File: config.mk
export PLATFORM = sky130hd
export DESIGN_NAME = uart_block_sender
export DESIGN_NICKNAME = d
export VERILOG_FILES = /design/src/rtl/uart_block_sender.sv
export SDC_FILE = /design/constraint.sdc
export NUM_CORES = 1
export LEC_CHECK = 0
export CORE_UTILIZATION = 25
export CTS_BUF_LIST = sky130_fd_sc_hd__clkbuf_4
export DETAILED_ROUTE_END_ITERATION = 8
export PLACE_DENSITY = 0.52
export SYNTH_ARGS = -nofsm -noshare
export SYNTH_HDL_FRONTEND = slang
export SYNTH_SLANG_ARGS = --single-unit
File: constraint.sdc
create_clock -name clk -period 2.6 [get_ports clk]
set_clock_uncertainty 0.1 [all_clocks]
set_input_delay 0.39 -clock clk [delete_from_list [all_inputs] [get_ports clk]]
set_output_delay 0.39 -clock clk [all_outputs]
set_load 0.1 [all_outputs]
File: src/rtl/uart_block_sender.sv
// uart_block_sender: streams an image out of a 1-cycle-latency buffer as
// framed 8x8 blocks (HEADER, id, total, payload, FOOTER) to a byte UART TX.
module uart_block_sender #(
  parameter int          IMG_W   = 32,
  parameter int          IMG_H   = 32,
  parameter int          BLOCK_W = 8,
  parameter int          BLOCK_H = 8,
  parameter logic [7:0]  HEADER  = 8'hAA,
  parameter logic [7:0]  FOOTER  = 8'h55
) (
  input  logic                               clk,
  input  logic                               reset,
  input  logic                               start,
  output logic                               busy,
  output logic                               done,
  output logic                               mem_rd_en,
  output logic [$clog2(IMG_W*IMG_H)-1:0]     mem_addr,
  input  logic [7:0]                         mem_rdata,
  output logic [7:0]                         tx_data,
  output logic                               tx_start,
  input  logic                               tx_busy
);

  localparam int AW        = $clog2(IMG_W*IMG_H);
  localparam int BLK_COLS  = IMG_W / BLOCK_W;
  localparam int TOTAL     = BLK_COLS * (IMG_H / BLOCK_H);
  localparam int FRAME_LEN = BLOCK_W * BLOCK_H + 4;
  localparam int IW        = $clog2(FRAME_LEN);
  localparam int CW        = $clog2(BLOCK_W + 1);
  localparam int KW        = $clog2(BLK_COLS + 1);
  localparam int BW        = $clog2(TOTAL + 1);

  localparam logic [IW-1:0] LAST_IDX     = IW'(FRAME_LEN - 1);
  localparam logic [CW-1:0] PC_LAST      = CW'(BLOCK_W - 1);
  localparam logic [KW-1:0] BC_LAST      = KW'(BLK_COLS - 1);
  localparam logic [BW-1:0] BLK_LAST     = BW'(TOTAL - 1);
  localparam logic [7:0]    TOTAL_B      = 8'(TOTAL);
  // Address steps: next pixel, wrap to the next row inside a block,
  // next block to the right, and wrap to the first block of the next block row.
  localparam logic [AW-1:0] PIX_STEP     = AW'(1);
  localparam logic [AW-1:0] PIX_ROW_STEP = AW'(IMG_W - BLOCK_W + 1);
  localparam logic [AW-1:0] BLK_STEP     = AW'(BLOCK_W);
  localparam logic [AW-1:0] BLK_ROW_STEP = AW'((BLOCK_H - 1) * IMG_W + BLOCK_W);

  typedef enum logic [2:0] {IDLE, NEXT, DATA, ACK, DRAIN} state_t;

  state_t          state;
  logic [IW-1:0]   byte_idx;   // position inside the current frame
  logic [CW-1:0]   pc;         // payload column inside the block
  logic [KW-1:0]   bc;         // block column of the current block
  logic [BW-1:0]   blk;        // current block id
  logic [AW-1:0]   blk_base;   // address of the block's top-left pixel
  logic [AW-1:0]   pix_addr;   // address of the next payload pixel
  logic            is_payload;
  logic [7:0]      ctrl_byte;

  // Classify the current frame position and pick the non-payload byte.
  always_comb begin
    is_payload = (byte_idx >= IW'(3)) && (byte_idx != LAST_IDX);
    ctrl_byte  = FOOTER;
    if (byte_idx == '0)
      ctrl_byte = HEADER;
    else if (byte_idx == IW'(1))
      ctrl_byte = 8'(blk);
    else if (byte_idx == IW'(2))
      ctrl_byte = TOTAL_B;
  end

  // Frame sequencer: byte handshake with the transmitter and buffer reads.
  always_ff @(posedge clk) begin
    if (reset) begin
      state     <= IDLE;
      busy      <= 1'b0;
      done      <= 1'b0;
      tx_start  <= 1'b0;
      mem_rd_en <= 1'b0;
      tx_data   <= '0;
      mem_addr  <= '0;
      byte_idx  <= '0;
      pc        <= '0;
      bc        <= '0;
      blk       <= '0;
      blk_base  <= '0;
      pix_addr  <= '0;
    end else begin
      tx_start  <= 1'b0;
      mem_rd_en <= 1'b0;
      done      <= 1'b0;
      case (state)
        IDLE: begin
          // A start coinciding with the done pulse is deliberately dropped.
          if (start && !done) begin
            busy     <= 1'b1;
            byte_idx <= '0;
            pc       <= '0;
            bc       <= '0;
            blk      <= '0;
            blk_base <= '0;
            pix_addr <= '0;
            state    <= NEXT;
          end
        end
        NEXT: begin
          if (!tx_busy) begin
            if (is_payload) begin
              mem_rd_en <= 1'b1;
              mem_addr  <= pix_addr;
              state     <= DATA;
            end else begin
              tx_data  <= ctrl_byte;
              tx_start <= 1'b1;
              state    <= ACK;
            end
          end
        end
        DATA: begin
          tx_data  <= mem_rdata;
          tx_start <= 1'b1;
          state    <= ACK;
        end
        ACK: begin
          // Gives the transmitter a cycle to raise tx_busy.
          state <= DRAIN;
        end
        DRAIN: begin
          if (!tx_busy) begin
            if (is_payload) begin
              if (pc == PC_LAST) begin
                pc       <= '0;
                pix_addr <= pix_addr + PIX_ROW_STEP;
              end else begin
                pc       <= pc + CW'(1);
                pix_addr <= pix_addr + PIX_STEP;
              end
            end
            if (byte_idx == LAST_IDX) begin
              byte_idx <= '0;
              pc       <= '0;
              if (blk == BLK_LAST) begin
                done  <= 1'b1;
                busy  <= 1'b0;
                state <= IDLE;
              end else begin
                blk <= blk + BW'(1);
                if (bc == BC_LAST) begin
                  bc       <= '0;
                  blk_base <= blk_base + BLK_ROW_STEP;
                  pix_addr <= blk_base + BLK_ROW_STEP;
                end else begin
                  bc       <= bc + KW'(1);
                  blk_base <= blk_base + BLK_STEP;
                  pix_addr <= blk_base + BLK_STEP;
                end
                state <= NEXT;
              end
            end else begin
              byte_idx <= byte_idx + IW'(1);
              state    <= NEXT;
            end
          end
        end
        default: state <= IDLE;
      endcase
    end
  end

endmodule

==> results.ini <==
[clock_tree]
clk_pin_slew_ns = 0.10
cts_root_buf = clkbuf_4
ctsResizeCount = 0
cts-hold-fix-buffers = 0
cts.sink_count = 61
cts_made_buffers = 9
cts_buffer_depth = 2
cts_tree = done
postCtsSetupBuffers = 0
clkLatencyLatePin_ns = 0.43
h-tree-depth = 3

[logic_synthesis]
synth_cell_types = 54
synth.largest_area_cell = dfxtp_1
synth_most_common_cell = dfxtp_1
synth_area_um2 = 3222
ys_ff_latch = 61
syn-num-nets = 414
synth_top_cells_by_count = dfxtp_1, nor2_1, a21oi_1
syn_inst = 392
yosysSeqAreaShare = 0.3790
synth_area_leaders = dfxtp_1, nor2_1, a21oi_1
yosys_most_used_dff = dfxtp_1
synth_edf_count = 0
ys_async_sr_fraction = 0
yosys.area.top_type_share = 0.3790
synth_area_per_cell_um2 = 8.219
yosys_warnings = 0

[hold_path]
hold_path.class = flop to flop

[sta]
layout_min_cycle_time_ns = 2.438
slew_headroom = 0.5888
tns_ns = 0
drv_slew = 0
hold_violations = 0
tightest_slew_ns = 0.6168
setup_violations = 0
clock.fmax_ghz = 0.4101
finalCritPeriodShare = 0.9377
rsz0062_at_grt = no

[power]
clockPowerShare = 0.334
p_comb_frac = 0.165
ir_worst_vdd_mv = 0.2039
total_leakage_power_nw = 1.584
power.internal_mw = 1.344
p_sw_frac = 0.3048
pwr-share-seq = 0.501
power_density_nw_per_um2 = 495.8
p_sw_mw = 0.5893

[critical_path]
rrSetupSlack_ns = 0.16
endpoint_kind = flop
cp.required_ns = 2.86
startpoint_type = flop
critPathTopFamily = simple AND/OR/NAND/NOR gates
worstPathArrival_ns = 2.70
crit_buf_inv = 1
critPathKind = flop to flop
path_cells = ha_1 > and3_1 > ha_1 > or3_1 > a21oi_2 > buf_4 > nand3_1 > a21oi_1
cp_max_fo = 9
slowest_stage = or3_1
critPathMaxStageDelay_ns = 0.44
cpMostUsedCell = ha_1

[routing]
drt_pre_antenna_iters = 4
drtAntennaViolNets = 0
drtIter0Drc = 187
routed_wl_um = 8190
wl_per_cell_um = 13.38
drt_drc_violations_left = 0
vias_per_cell = 4.745
dr_total_vias = 2904

[floorplan]
core_um2 = 12570
rows = 41
dieWidth_um = 115.5
io_pins = 34
die_y_um = 115.5
start_util = 0.2563
die_area_um2 = 13340

[final_layout]
seq_area_um2 = 1221
fin_nets = 457
multi_input_area_um2 = 1858
drive_above_1_share = 0.1659
n_fill_cell = 1338
area_growth_pct = 21.05
post_layout_nonfiller_instances = 612
insertedDiodeCount = 0

[place]
hpwl_um = 6023
gp_congestion = 0.7972
place_inst = 596
port_buffers = 33

[global_route]
track_usage = 0.1296
overflow = 0
grt_max_degree = 32
antenna_found_initial = 0
grt_first_pass_wirelength_um = 13310
grt_pass1_vias = 2685

[run]
cap_violations = 0

[run_status]
status = finished clean

[sequential cells by signal (all words and copies together) (netlist names)]
register   flops
bc             3
mem_rd_en      1
pc             4
tx_start       1
busy           1
done           1
state          3
mem_addr      10
blk            5
pix_addr      10
blk_base       7
byte_idx       7
tx_data        8
[power groups by stage]
stage                     combinational, mW  clock, mW  sequential [mW]
final                                 0.319      0.647            0.968
after global routing                  0.342      0.711            0.971
after detailed placement              0.318          0            0.989
after floorplan                       0.141          0             1.08
after global placement                0.317          0            0.990
after CTS                             0.319      0.673            0.968
[worst reg2reg max path, stage by stage, from the launching register on]
cell	delay, ns
dfxtp_1	0.36
ha_1	0.23
and3_1	0.19
ha_1	0.28
or3_1	0.45
a21oi_2	0.35
buf_4	0.20
nand3_1	0.08
a21oi_1	0.14
[cells by family after synthesis]
group                      after synthesis  share of synthesized area
muxes                                   15                    0.04660
adders and majority gates               10                    0.03883
AOI/OAI and AO/OA                       98                     0.2000
xor gates and xnor gates                21                    0.06136
and+or+nand+nor                        155                     0.2299
DFF                                     61                     0.3790
buffers and inverters                   32                    0.04427
[per-stage QoR]
stage / hold slack (ns) / power (mW) / setup WS, ns / util / cell area, µm²
3_3_place_gp: 0.3325 / 1.307 / 0.2402 / 0.3001 / 3771
2_1_floorplan: 0.3180 / 1.218 / 0.2407 / - / 3222
3_5_place_dp: 0.3343 / 1.307 / 0.1978 / 0.3001 / 3771
6_report: 0.3617 / 1.934 / 0.1619 / 0.3103 / 3900
4_1_cts: 0.3520 / 1.960 / 0.1805 / 0.3103 / 3900
5_1_grt: 0.3540 / 2.023 / 0.02256 / 0.3103 / 3900
[metal layers]
| metal | track usage | wire (µm) | vias to the layer above |
|---|---|---|---|
| met3 | 0.02877 | 308 | 13 |
| met2 | 0.2072 | 3692 | 68 |
| met1 | 0.1645 | 3994 | 1342 |
| met4 | 0.06407 | 194 | 0 |
| li1 | - | - | 1481 |
| met5 | 0 | 0 | - |
[placed cells by master (no fill, tap or decap), types with 4 or more instances in the layout]
master,count
buf_4,46
a211oi_2,4
a22oi_1,11
nand3b_1,4
a21oi_1,32
nand2b_1,5
mux2i_1,15
ha_1,10
nor3_1,11
clkinv_2,4
nand2_1,31
xor2_1,10
nand4_1,7
and3_1,6
nor2_1,60
inv_1,7
o21ai_0,15
clkdlybuf4s50_1,10
xnor2_1,10
a31oi_1,6
dfxtp_1,61
nand3_1,10
clkbuf_4,10
[cell type report]
cell class / instances / share of cell area
Multi-Input combinational cell: 299 / 0.4764
Inverter: 7 / 0.006737
Tap cell: 172 / 0.05518
Clock buffer: 10 / 0.01925
Clock inverter: 6 / 0.01380
Timing Repair Buffer: 57 / 0.1155
Sequential cell: 61 / 0.3131
[final timing paths]
check / start / endpoint / depth (start not counted)
setup / recovery: blk[0] / blk_base[6] / 8
hold / removal: bc[2] / bc[2] / 2
setup reg to reg: blk[0] / blk_base[6] / 8
hold reg to reg: bc[2] / bc[2] / 2
(Power assumes the default switching activity.)
==> RTL edit 1 (same flow settings) <==
The 5 states of `state_t` get a one-hot encoding in 5 bits.
--- a/src/rtl/uart_block_sender.sv
+++ b/src/rtl/uart_block_sender.sv
@@ -42,7 +42,7 @@
   localparam logic [AW-1:0] BLK_STEP     = AW'(BLOCK_W);
   localparam logic [AW-1:0] BLK_ROW_STEP = AW'((BLOCK_H - 1) * IMG_W + BLOCK_W);
 
-  typedef enum logic [2:0] {IDLE, NEXT, DATA, ACK, DRAIN} state_t;
+  typedef enum logic [4:0] {IDLE = 5'b00001, NEXT = 5'b00010, DATA = 5'b00100, ACK = 5'b01000, DRAIN = 5'b10000} state_t;
 
   state_t          state;
   logic [IW-1:0]   byte_idx;   // position inside the current frame
Formal check against the unedited RTL: no difference found for any inputs over 10 cycles, from zero or initial values and one cycle with reset high; not proved beyond that.
==> RTL edit 1 against the original RTL <==
Total power decreased by 3.2%. Area after synthesis increased by 2.6%. Global-route usage increased by 1.3 points. Worst setup slack got worse by 0.0091 ns. Cell area increased by 4.9%. Synthesized cell count increased by 4.8%. Wire length increased by 9.8%. Sequential cell count increased by 2.
==> RTL edit 1: results (changes against the original RTL) <==
| Metric | Value |
|---|---|
| Hold Path Class | in -> reg (was reg -> reg) |
| Net count, final | 484 (was 457) |
| First-pass GRT wire length | 14860 µm (was 13310 µm) |
| Share of layout cells above drive strength 1 | 17.99% (was 16.59%) |
| Synth Area in Adders | 3.784% (was 3.883%) |
| Sink Count | 63 (was 61) |
| CP max stage cell | nor4_4 (was or3_1) |
| Xor and xnor area share after synthesis | 3.443% (was 6.136%) |
| Critical R2R Capture | blk[4] (was blk_base[6]) |
| Ant diodes | 1 (was 0) |
| 1st-iter DRT viols | 130 (was 187) |
| Async set or reset register ratio after synthesis | 0% (unchanged) |
| ClkCell Share | 3.088% (was 3.304%) |
| Register-to-Register Path Depth | 9 (was 8) |
| Compound-Gate Fraction of Synth Area | 21.30% (was 20.00%) |
| Worst VDD drop | 0.0001755 V (was 0.0002039 V) |
| Fill cell count | 1358 (was 1338) |
| Non-clock buffers, area share | 12.41% (was 11.55%) |
| Sequential Area | 1262 µm² (was 1221 µm²) |
| CP peak stage delay | 0.39 ns (was 0.44 ns) |
| GPL Wtd Cong | 0.7977 (was 0.7972) |
| Synth cell types | 57 (was 54) |
| Hold EP | state[3] (was bc[2]) |
| CTS resizes | 0 (unchanged) |
| Outcome | completed (unchanged) |
| Fraction of area in multi-input gates | 47.42% (was 47.64%) |
| Cells after Synth | 411 (was 392) |
| Register area share after synthesis | 38.14% (was 37.90%) |
| Dpl hpwl | 6542 µm (was 6023 µm) |
| LEAKAGE | 1.545 nW (was 1.584 nW) |
| Syn nets | 433 (was 414) |
| Top cells by area, synth | dfxtp_1 (38%), a21oi_1 (6.4%), nand2_1 (4.5%), nor2_1 (4.1%), nand3_1 (3.9%) (was dfxtp_1 (38%), nor2_1 (7.0%), a21oi_1 (5.0%), mux2i_1 (4.7%), ha_1 (3.9%)) |
| Combinational group share of total power | 12.3% (was 16.5%) |
| Synth top cells by count | dfxtp_1 (63), a21oi_1 (42), nand2_1 (40), nor2_1 (36), nand3_1 (26) (was dfxtp_1 (61), nor2_1 (60), a21oi_1 (32), nand2_1 (31)) |
| Fin Hold WS | 0.3229 ns (was 0.3617 ns) |
| Largest net degree at the start of global routing | 25 (was 32) |
| Non-CTS inverters | 10 (was 7) |
| Worst Path Arrival | 2.71 ns (was 2.70 ns) |
| DP Area | 3941 µm² (was 3771 µm²) |
| Count of non-CTS buffers in the layout | 63 (was 57) |
| Multi-input gates | 315 (was 299) |
| Synth-to-layout area growth | 23.76% (was 21.05%) |
| Initial antenna violation count | 1 (was 0) |
| CP Max Fanout | 5 (was 9) |
| Sequential share of power | 52.7% (was 50.1%) |
| Vias per inst | 4.944 (was 4.745) |
| DP Cell Count | 623 (was 596) |
| Finished Layout Cells | 640 (was 612) |
| Vias in the first global route | 2950 (was 2685) |
| GRT Total Usage | 14.27% (was 12.96%) |
| P_comb | 0.231 mW (was 0.319 mW) |
| Worst-margin pin slew | 0.5246 ns (was 0.6168 ns) |
| WL final | 8989 µm (was 8190 µm) |
| Hold_sp | reset (was bc[2]) |
| Pint | 1.354 mW (was 1.344 mW) |
-- RTL edit 1: cell count changes in the layout (fill, tap and decap cells not counted), moves of 5 or more --
cell,unedited run,this run
nand2_1,31,40
buf_4,46,51
a21oi_1,32,41
mux2i_1,15,4
or3_1,2,9
nor2_1,60,36
nor2b_1,2,7
nand3_1,10,26
nor3_1,11,17
a22oi_1,11,0
xnor2_1,10,4
-- RTL edit 1: worst max-delay path by stage --
stage	from	to	slack, ns	cells after the start
final	blk[0]	blk[4]	0.15	9
after detailed placement	tx_busy	blk_base[9]	-0.07	5
after global placement	tx_busy	blk_base[5]	-0.03	5
after global routing	blk[0]	blk_base[8]	0.004	8
after CTS	blk[0]	bc[0]	0.14	9
after floorplan	blk[0]	blk_base[9]	0.30	8
-- RTL edit 1: routing by layer --
metal	up-vias	share of wire [%]	wire [µm]	track usage, %
met3	8	4.2	382	3.862
met2	71	45	4077	22.21
met5	-	0	0	0
li1	1607	-	-	-
met1	1478	49	4428	19.24
met4	0	1.1	100	4.388
==> RTL edit 2 (config.mk and constraints unchanged) <==
Without the edit above. The parameter `IMG_H` goes from 32 to 64.
--- a/src/rtl/uart_block_sender.sv
+++ b/src/rtl/uart_block_sender.sv
@@ -2,7 +2,7 @@
 // framed 8x8 blocks (HEADER, id, total, payload, FOOTER) to a byte UART TX.
 module uart_block_sender #(
   parameter int          IMG_W   = 32,
-  parameter int          IMG_H   = 32,
+  parameter int          IMG_H   = 64,
   parameter int          BLOCK_W = 8,
   parameter int          BLOCK_H = 8,
   parameter logic [7:0]  HEADER  = 8'hAA,
Ports: changed (resized mem_addr); port bits go from 34 to 35. No check against the original RTL was run, so the function may have changed too.
==> RTL edit 2 against the original RTL <==
Final cell count increased by 8.2%. Worst hold slack got worse by 0.14 ns. Area after synthesis rose by 9.5%. Cell area up 8.9%. Count of clock-buffer cells in the layout grew 1. Sequential cell count up 4. Worst setup slack better by 0.068 ns. Wire length up 15%. Synthesized cell count grew 11%. First-iteration DRC count up 26%. Total power rose by 9.2%. Via count rose by 14%. Critical path type unchanged. Critical endpoint is now pix_addr[10].
==> RTL edit 2: results (changes against the original RTL) <==
| Metric | Value |
|---|---|
| Dpl hpwl | 6869 µm (was 6023 µm) |
| GPL Wtd Cong | 0.8023 (was 0.7972) |
| Worst Setup EP | pix_addr[10] (was blk_base[6]) |
| Largest net degree at the start of global routing | 23 (was 32) |
| Register area share after synthesis | 36.88% (was 37.90%) |
| Non-clock buffers, area share | 10.72% (was 11.55%) |
| Synth Area in Adders | 3.546% (was 3.883%) |
| Clock Power Share | 37.1% (was 33.4%) |
| CP Max Fanout | 6 (was 9) |
| Regs by FF count | mem_addr x11, pix_addr x11 (was mem_addr x10, pix_addr x10, tx_data x8) |
| Net count, final | 500 (was 457) |
| Worst VDD drop | 0.0001488 V (was 0.0002039 V) |
| R2r setup slk | 0.23 ns (was 0.16 ns) |
| DR WL/cell | 14.19 µm (was 13.38 µm) |
| Synth-to-layout area growth | 20.39% (was 21.05%) |
| Hold_sp | reset (was bc[2]) |
| Sink Count | 65 (was 61) |
| Register-to-Register Path Depth | 10 (was 8) |
| Mux contribution to synthesized area | 3.688% (was 4.660%) |
| First-pass GRT wire length | 15580 µm (was 13310 µm) |
| DP Cell Count | 647 (was 596) |
| Footprint of the multi-input gates | 2092 µm² (was 1858 µm²) |
| Sequential Area | 1301 µm² (was 1221 µm²) |
| DP Area | 4096 µm² (was 3771 µm²) |
| ClkCell Share | 3.564% (was 3.304%) |
| Share of layout cells above drive strength 1 | 15.15% (was 16.59%) |
| Finished Layout Cells | 662 (was 612) |
| Compound-Gate Fraction of Synth Area | 22.55% (was 20.00%) |
| Vias in the first global route | 3099 (was 2685) |
| Fin Hold WS | 0.2186 ns (was 0.3617 ns) |
| Cells after Synth | 436 (was 392) |
| Outcome | completed (unchanged) |
| Fill cell count | 1456 (was 1338) |
| Max Freq | 0.4220 GHz (was 0.4101 GHz) |
| Synth top cells by count | dfxtp_1 (65), nor2_1 (57), a21oi_1 (39), nand2_1 (33), nand3_1 (20) (was dfxtp_1 (61), nor2_1 (60), a21oi_1 (32), nand2_1 (31)) |
| RR Startpoint | bc[0] (was blk[0]) |
| Combinational group share of total power | 14.1% (was 16.5%) |
| Top cells by area, synth | dfxtp_1 (37%), nor2_1 (6.1%), a21oi_1 (5.5%), mux2i_1 (3.7%), ha_1 (3.5%) (was dfxtp_1 (38%), nor2_1 (7.0%), a21oi_1 (5.0%), mux2i_1 (4.7%), ha_1 (3.9%)) |
| Multi-input gates | 340 (was 299) |
| Pint | 1.499 mW (was 1.344 mW) |
| Xor and xnor area share after synthesis | 3.972% (was 6.136%) |
| Syn nets | 458 (was 414) |
| Vias per inst | 5.015 (was 4.745) |
| Synth cell types | 61 (was 54) |
| Pre-Repair DR Iteration Count | 5 (was 4) |
| GRT Total Usage | 13.51% (was 12.96%) |
| Non-CTS inverters | 6 (was 7) |
| Hold Path Class | in -> reg (was reg -> reg) |
| Buffers on Ports | 34 (was 33) |
| Count of non-CTS buffers in the layout | 56 (was 57) |
| Hold EP | blk_base[5] (was bc[2]) |
[RTL edit 2: cell types whose count changed after synthesis, moves of 5 or more]
cell     delta
o21ai_1     +8
a22oi_1     -6
nand3_1    +10
a31oi_1     +5
a21oi_1     +7
[RTL edit 2: layer usage]
metal / global-route usage (%) / part of all wire (%) / vias to the layer above
met5: 0 / 0 / -
met4: 4.090 / 1.1 / 0
met3: 3.113 / 4.9 / 9
met2: 21.91 / 46 / 67
met1: 17.73 / 48 / 1574
li1: - / - / 1670
[RTL edit 2: worst max-delay path, cell delays in order, from the launching register on]
cell,delay [ns]
dfxtp_1,0.34
ha_1,0.26
nand2b_1,0.14
clkinv_1,0.10
ha_1,0.37
nand4b_1,0.13
nand4_1,0.14
o211a_1,0.27
xor2_1,0.16
o211ai_1,0.16
o21ai_1,0.09
